## config.mk

```make
export PLATFORM = sky130hd
export DESIGN_NAME = npu_wb_master
export DESIGN_NICKNAME = d
export VERILOG_FILES = /design/src/rtl/npu_wb_pkg.sv /design/src/rtl/npu_wb_timeout.sv /design/src/rtl/npu_wb_master.sv
export SDC_FILE = /design/constraint.sdc
export NUM_CORES = 1
export LEC_CHECK = 0
export BUFFER_PORTS_ARGS = -buffer_cell sky130_fd_sc_hd__buf_2
export CORE_MARGIN = 5
export CORE_UTILIZATION = 57
export CTS_BUF_LIST = sky130_fd_sc_hd__clkbuf_4
export DETAILED_ROUTE_END_ITERATION = 10
export PLACE_DENSITY = 0.88
export SYNTH_ARGS = -nofsm -noshare
export SYNTH_HDL_FRONTEND = slang
export SYNTH_SLANG_ARGS = --single-unit
```

## constraint.sdc

```tcl
create_clock -name wb_clk_i -period 6.3 [get_ports wb_clk_i]
set_clock_uncertainty 0.2 [all_clocks]
set_input_delay 0.315 -clock wb_clk_i [delete_from_list [all_inputs] [get_ports wb_clk_i]]
set_output_delay 0.315 -clock wb_clk_i [all_outputs]
set_load 0.005 [all_outputs]
```

## src/rtl/npu_wb_pkg.sv

```systemverilog
// Shared types and bus constants for the NPU Wishbone initiator and related bus blocks.
package npu_wb_pkg;

  localparam int WB_ADR_W      = 32;
  localparam int WB_DAT_W      = 32;
  localparam int WB_SEL_W      = 4;
  localparam int CMD_LEN_MAX_W = 16;

  localparam logic [WB_ADR_W-1:0] WB_ADR_INC = 32'd4;

  typedef enum logic [1:0] {
    IDLE   = 2'd0,
    WDATA  = 2'd1,
    STROBE = 2'd2,
    RESP   = 2'd3
  } wb_state_e;

  typedef struct packed {
    logic                     we;
    logic [WB_ADR_W-1:0]      adr;
    logic [CMD_LEN_MAX_W-1:0] len;
    logic [WB_SEL_W-1:0]      sel;
  } wb_cmd_t;

endpackage

```

## src/rtl/npu_wb_timeout.sv

```systemverilog
// Ack-wait timer: counts enabled cycles and flags expiry on the TIMEOUT-th waiting cycle.
module npu_wb_timeout #(
  parameter int TIMEOUT = 255
) (
  input  logic clk,
  input  logic rst,
  input  logic clear,
  input  logic enable,
  output logic expired
);

  logic [15:0] cnt_q;

  always_ff @(posedge clk or posedge rst) begin
    if (rst) begin
      cnt_q <= '0;
    end else if (clear) begin
      cnt_q <= '0;
    end else if (enable && !expired) begin
      cnt_q <= cnt_q + 16'd1;
    end
  end

  // Expiry is flagged during the last allowed waiting cycle so the strobe is high exactly TIMEOUT cycles.
  assign expired = enable && (cnt_q == 16'(TIMEOUT - 1));

endmodule

```

## src/rtl/npu_wb_master.sv

```systemverilog
// Wishbone B3 classic initiator: word/incrementing-burst commands, write-data stream,
// one response beat per transfer, per-transfer ack timeout.
//
// state  | meaning
// IDLE   | waiting for a command, cyc low
// WDATA  | cyc held, waiting for this beat's write data
// STROBE | cyc/stb high, waiting for ack or timeout
// RESP   | presenting the response beat, stb low
module npu_wb_master
  import npu_wb_pkg::*;
#(
  parameter int LEN_W   = 4,
  parameter int TIMEOUT = 255
) (
  input  logic                wb_clk_i,
  input  logic                wb_rst_i,
  input  logic                cmd_valid_i,
  output logic                cmd_ready_o,
  input  logic                cmd_we_i,
  input  logic [WB_ADR_W-1:0] cmd_adr_i,
  input  logic [LEN_W-1:0]    cmd_len_i,
  input  logic [WB_SEL_W-1:0] cmd_sel_i,
  input  logic                wdata_valid_i,
  output logic                wdata_ready_o,
  input  logic [WB_DAT_W-1:0] wdata_i,
  output logic                rsp_valid_o,
  input  logic                rsp_ready_i,
  output logic [WB_DAT_W-1:0] rsp_data_o,
  output logic                rsp_last_o,
  output logic                rsp_err_o,
  output logic                wbm_cyc_o,
  output logic                wbm_stb_o,
  output logic                wbm_we_o,
  output logic [WB_ADR_W-1:0] wbm_adr_o,
  output logic [WB_DAT_W-1:0] wbm_dat_o,
  output logic [WB_SEL_W-1:0] wbm_sel_o,
  input  logic [WB_DAT_W-1:0] wbm_dat_i,
  input  logic                wbm_ack_i,
  output logic                busy_o
);

  wb_state_e state_q, state_d;

  // cmd_q.len is decremented per beat and serves as the remaining-beat count.
  wb_cmd_t             cmd_q;
  logic [WB_DAT_W-1:0] dat_q;
  logic [WB_DAT_W-1:0] rdata_q;
  logic                err_q;

  logic cmd_fire, wdata_fire, ack_hit, tmo_hit, rsp_fire, rsp_last;
  logic tmo_clear, tmo_enable, tmo_expired;

  assign cmd_fire   = cmd_ready_o && cmd_valid_i;
  assign wdata_fire = wdata_ready_o && wdata_valid_i;
  assign ack_hit    = (state_q == STROBE) && wbm_ack_i;
  assign tmo_hit    = tmo_expired;
  assign rsp_last   = (cmd_q.len == '0) || err_q;
  assign rsp_fire   = rsp_valid_o && rsp_ready_i;

  assign tmo_clear  = (state_q != STROBE);
  assign tmo_enable = (state_q == STROBE) && !wbm_ack_i;

  npu_wb_timeout #(
    .TIMEOUT (TIMEOUT)
  ) u_timeout (
    .clk     (wb_clk_i),
    .rst     (wb_rst_i),
    .clear   (tmo_clear),
    .enable  (tmo_enable),
    .expired (tmo_expired)
  );

  always_ff @(posedge wb_clk_i or posedge wb_rst_i) begin
    if (wb_rst_i) state_q <= IDLE;
    else          state_q <= state_d;
  end

  always_comb begin
    state_d       = state_q;
    cmd_ready_o   = 1'b0;
    wdata_ready_o = 1'b0;
    wbm_cyc_o     = 1'b0;
    wbm_stb_o     = 1'b0;
    rsp_valid_o   = 1'b0;
    rsp_last_o    = 1'b0;
    rsp_err_o     = 1'b0;
    case (state_q)
      IDLE: begin
        cmd_ready_o = !wb_rst_i;
        if (cmd_fire) state_d = cmd_we_i ? WDATA : STROBE;
      end
      WDATA: begin
        wdata_ready_o = 1'b1;
        wbm_cyc_o     = 1'b1;
        if (wdata_fire) state_d = STROBE;
      end
      STROBE: begin
        wbm_cyc_o = 1'b1;
        wbm_stb_o = 1'b1;
        if (ack_hit || tmo_hit) state_d = RESP;
      end
      RESP: begin
        // The bus cycle ends as soon as the final beat is presented.
        wbm_cyc_o   = !rsp_last;
        rsp_valid_o = 1'b1;
        rsp_last_o  = rsp_last;
        rsp_err_o   = err_q;
        if (rsp_fire) state_d = rsp_last ? IDLE : (cmd_q.we ? WDATA : STROBE);
      end
      default: state_d = IDLE;
    endcase
  end

  always_ff @(posedge wb_clk_i or posedge wb_rst_i) begin
    if (wb_rst_i) begin
      cmd_q   <= '0;
      dat_q   <= '0;
      rdata_q <= '0;
      err_q   <= 1'b0;
    end else begin
      if (cmd_fire) begin
        cmd_q.we  <= cmd_we_i;
        cmd_q.adr <= cmd_adr_i;
        cmd_q.len <= CMD_LEN_MAX_W'(cmd_len_i);
        cmd_q.sel <= cmd_sel_i;
        dat_q     <= '0;
        rdata_q   <= '0;
        err_q     <= 1'b0;
      end
      if (wdata_fire) dat_q <= wdata_i;
      if (ack_hit) begin
        rdata_q <= cmd_q.we ? '0 : wbm_dat_i;
        err_q   <= 1'b0;
      end else if (tmo_hit) begin
        rdata_q <= '0;
        err_q   <= 1'b1;
      end
      if (rsp_fire && !rsp_last) begin
        cmd_q.adr <= cmd_q.adr + WB_ADR_INC;
        cmd_q.len <= cmd_q.len - CMD_LEN_MAX_W'(1);
      end
    end
  end

  assign wbm_we_o   = cmd_q.we;
  assign wbm_adr_o  = cmd_q.adr;
  assign wbm_sel_o  = cmd_q.sel;
  assign wbm_dat_o  = dat_q;
  assign rsp_data_o = rdata_q;
  assign busy_o     = (state_q != IDLE);

endmodule

```

After elaboration in Yosys (flattened, before gate mapping):

Index checks and enable logic that the tools add are counted.

* add/sub/neg operators: 3
* equal/unequal tests: 9
* multiplexer cells: 27
* reduce and logical (&&, ||, !) cells: 23

Operators with widths (count)
* $mux W32: 5
* $mux W52: 1
* $mux W48: 1
* $add A32 B3 Y32 const B: 1
* $mux W16: 2
* $add A16 B1 Y16 const B: 1
* $eq A16 B8 Y1 const B: 1
* $logic_not A16 Y1: 1
* $sub A16 B1 Y16 const B: 1
* $mux W2: 7
* $mux W1: 9
* $logic_and A1 B1 Y1: 8
* $ne A2 B2 Y1 const B: 4
* $pmux W2 S4: 1
* $reduce_bool A2 Y1: 4
* $eq A2 B2 Y1 const B: 2
* $logic_not A1 Y1: 4
* $reduce_and A4 Y1: 1
* $reduce_bool A3 Y1: 1
* $eq A2 B1 Y1 const B: 1
* $logic_not A2 Y1: 1
* $logic_or A1 B1 Y1: 2
* $ne A2 B1 Y1 const B: 1
* $pmux W1 S2: 1
* $reduce_or A2 Y1: 1

* register bits after elaboration: 136
* input bits: 111
* output and inout port bits: 109
* word-level logic and storage cells: 71

Depth between registers and ports, before layout:

* depth in word-level cells: 7
* gate-level depth with buffers: 9
* gate-level depth less buffers: 7

Cells and area by module:

From an unflattened synthesis, not the netlist that was laid out.

* cell total of the unflattened synthesis: 742
* area, all modules: 7050.5 um^2

By module, submodules not included
* npu_wb_master: instances 1, cells an instance 639, area an instance 6064.6 um^2, seq. area each 3002.9 um^2
* npu_wb_timeout: instances 1, cells an instance 103, area an instance 985.9 um^2, seq. area each 400.4 um^2

Worst setup path after synthesis:

Ideal clock, no wire load.

* path kind: register to register
* from: reg cmd_q[4] in the netlist's numbering
* to: reg cmd_q, in the netlist wbm_adr_o[7]
* setup time: 0.126 ns
* arrival: 1.956 ns
* data required time: 5.974 ns
* setup slack: 4.018 ns
* cell stages (with the launch flop): 10
* buffers on the path: 2
* period minus slack after synthesis: 2.282 ns
* cells stage by stage: dfrtp_1 -> inv_1 -> ha_1 -> nor4b_1 -> and4b_1 -> buf_4 -> o21ai_0 -> clkbuf_1 -> o21ai_0 -> a221o_1

* cells in the longest elaborated chain, start to end: 5
* elaborated cells between the ends (all ways): 6
* those cells by class: mux (1); reduce/logical (5)

Ends and longest elaborated chain
* start: declaration: RTL line npu_wb_master.sv:45 `wb_cmd_t cmd_q;`
* $logic_not A16 Y1 (*): RTL line npu_wb_master.sv:57 `assign rsp_last = (cmd_q.len == '0) || err_q;`
* $logic_or A1 B1 Y1 (*): RTL line npu_wb_master.sv:57
* $logic_not A1 Y1 (*): RTL line npu_wb_master.sv:138 `if (rsp_fire && !rsp_last) begin`
* $logic_and A1 B1 Y1 (*): RTL line npu_wb_master.sv:138
* $mux W48 / $reduce_bool A2 Y1 (equally long branches)

Mark *: on every way between the ends. The rest lies on a longest branch, timed or not.
A chain may end at the register's enable or synchronous reset.

Worst setup path in the final report:

* from: reg cmd_q[4] in the netlist's numbering
* to: reg cmd_q, in the netlist wbm_adr_o[27]

Same word-level chain as after synthesis.

==> impl_metrics.tcl <==
set metrics [dict create \
    count_of_pins_on_the_block_boundary 220 \
    grt_max_degree 75 \
    chipHeight_um 119 \
    worstSetupStartpointType "register" \
    ir_worst_vdd_mv 0.248 \
    final_min_period_over_clock_period_pct 55.7 \
    worst_hold_slack_ps 149 \
    cp-startpoint "cmd_q[4]" \
    synth_largest_area_cell "dfrtp_1" \
    cts_sinks 136 \
    worstSkewPairLatency_ps 580 \
    cts-root-to-sink-buffers 2 \
    post_synth.cell_area_avg_um2 9.51 \
    ys_warn_count 0 \
    timing.slew.headroom_pct 10.2 \
    rows 40 \
    final_max_tran_viols 0 \
    port_buffers 219 \
    layout_setup_ws_ps 2790 \
    end_kind "register" \
    global_route.overflow_total 0 \
    total_power_uw 3710 \
    critical_path.reg2reg.endpoint "wbm_adr_o[27]" \
    power_density_mw_per_mm2 408 \
    layout.nets 1117 \
    core_region_area_mm2 0.0119 \
    router_iterations_before_antenna_repair 6 \
    post-synth-top-area-fraction_pct 49.9 \
    yosys-top-cells-count "dfrtp_1, nand2_1, o21ai_0" \
    critical_path_arrival_ps 3770 \
    ctsHtreeMaxLevel 4 \
    synth_enable_flop_cells 0 \
    number_of_antenna_violations_at_the_first_check_in_global_routing 2 \
    setup_viol_count_final 0 \
    critPathKind "reg2reg" \
    outcome "finished, final reports clean" \
    grt_setup_unrepaired "no" \
    place_hpwl_um 13000 \
    first_global_vias 7166 \
    vias_per_cell 6.09 \
    worst_pin_slew_ps 1350 \
    synthesis.nets 838 \
    floorplan.die_area_mm2 0.0143 \
    dpl.cell_count 1016 \
    synthesis.area_mm2 0.00683 \
    die_width_um 119 \
    detail_route.wl_per_cell_um 20.1 \
    global_route_wire_length_before_repair_um 37100 \
    synth-seq-cells 136 \
    synth_most_common_cell "dfrtp_1" \
    clk_pin_slew_ps 130 \
    synthTopCellsByArea "dfrtp_1, nand2_1, o21ai_0" \
    cp.required_ps 6560 \
    drt_iter0_markers 738 \
    drive_gt1_share_pct 27.7 \
    max-cap-violations 0 \
    netlist-cell-type-count 65 \
    async_flop_share_pct 100 \
    setup-tns-final_ps 0 \
    worst-r2r-setup-slack_ps 2790 \
    final_period_minus_worst_setup_slack_ps 3510 \
    final-instance-count-excl-fill 1158 \
    area_growth_syn_to_layout_pct 33.3 \
    report.final.hold_viol_count 0 \
    flip_flop_cell_with_the_highest_count_after_synthesis "dfrtp_1" \
    crit-reg2reg-launch "cmd_q[4]" \
    residual_drc 0 \
    track_usage_pct 32.8 \
    fmax_mhz 285 \
    cts_made_buffers 17 \
    initial_utilization_pct 57.6 \
    root_buffer "clkbuf_4" \
    cts_tree "yes" \
    post_cts_gate_resize_count 0 \
    drt_wl_total_um 23300 \
    maximum_net_fanout_on_the_critical_path 12 \
    netlist_instances 718 \
    synth.yosys.seq_area_share_pct 49.9 \
    drtAntennaViolNets 0 \
    detailroute.via_count 7049 \
    min-delay-path-class "in2async" \
    rr_worst_depth 8 \
    pre_cts_ws_ps 2850 \
    p_leak_uw 0.00439 \
    gpl.final_weighted_congestion 0.875 \
]
-- how the worst max path moves through the flow --
stage                    end  slack, ps  cells past startpoint
2_1_floorplan      cmd_q[10]       2150                      1
3_3_place_gp   wbm_adr_o[27]       2960                      8
3_5_place_dp   wbm_adr_o[27]       2850                      8
4_1_cts        wbm_adr_o[27]       2820                      8
5_1_grt        wbm_adr_o[27]       2530                      8
6_report       wbm_adr_o[27]       2790                      8
-- area by class of cell --
cell class,instances,area [µm²]
Sequential cell,136,3400
Multi-Input combinational cell,484,2880
Fill cell,709,2760
Timing Repair Buffer,333,2220
Tap cell,147,184
Clock inverter,14,171
Clock buffer,18,135
Inverter,25,98.8
Antenna cell,1,2.50
-- cells by family (layout without fill, tap and decap cells) --
| family | Yosys count | after routing | share of synthesized area (%) |
|---|---|---|---|
| xor gates and xnor gates | 8 | 8 | 1.03 |
| buffers and inverters | 98 | 390 | 8.06 |
| and+or+nand+nor | 280 | 280 | 20.6 |
| muxes | 6 | 6 | 0.898 |
| AOI/OAI and AO/OA | 181 | 181 | 17.9 |
| adders and majority gates | 9 | 9 | 1.65 |
| other | 0 | 1 | 0 |
| DFF | 136 | 136 | 49.9 |
-- power breakdown --
part           switching (µW)  total (µW)  internal [µW]
registers                 353        1570           1210
logic                     837        1500            667
clock network             361         644            282
total                    1550        3710           2160
-- critical path, stage by stage, from the launching register on --
cell      delay, ps
dfrtp_1         440
inv_1            80
ha_1            270
nor4b_1         360
nand4b_1        610
a21oi_1         820
buf_4           310
a211oi_1         70
a211o_1         230
-- through the flow --
stage	util (%)	area (µm²)
2_1_floorplan	-	6830
3_3_place_gp	64.9	7700
3_5_place_dp	64.9	7700
4_1_cts	76.7	9100
5_1_grt	76.7	9100
6_report	76.7	9100
-- flip-flops by register name, indices dropped and copies added (netlist names) --
| name | flops |
|---|---|
| rsp_data_o | 32 |
| wbm_adr_o | 32 |
| wbm_dat_o | 32 |
| cmd_q | 16 |
| u_timeout.cnt_q | 16 |
| wbm_sel_o | 4 |
| state_q | 2 |
| err_q | 1 |
| wbm_we_o | 1 |
-- per-layer routing --
layer | vias to the layer above | global-route usage (%) | wire, µm
met2 | 499 | 54.6 | 11100
met3 | 133 | 11.2 | 2450
met5 | - | 0 | 19
met1 | 3324 | 37.8 | 8400
met4 | 2 | 16.4 | 1300
li1 | 3091 | - | -
-- timing repair --
item / 4_1_cts / 5_1_grt
setup buffers: 0 / 0
hold buffers: 109 / 0
endpoints found under the hold margin: 170 / 0
-- placed cells by master (no fill, tap or decap), types with 4 or more instances in the layout --
master         instances
and2_1                 7
a211oi_1               7
o221a_2                5
or3_1                 11
nand2_1              126
o22ai_1                6
nor2_1                31
inv_1                 23
o21ai_0               59
nor4_1                 5
dfrtp_1              136
buf_2                219
a21oi_1               25
clkbuf_4              18
o211ai_1              16
nand4_1               16
nand3_1               32
o31ai_1                6
buf_4                  5
ha_1                   9
inv_6                  5
dlygate4sd3_1        109
xor2_1                 5
o21a_1                 4
nor3_1                10
mux2i_1                5
and3_1                10
a22o_1                32
Power figures use the tool's default switching activity.
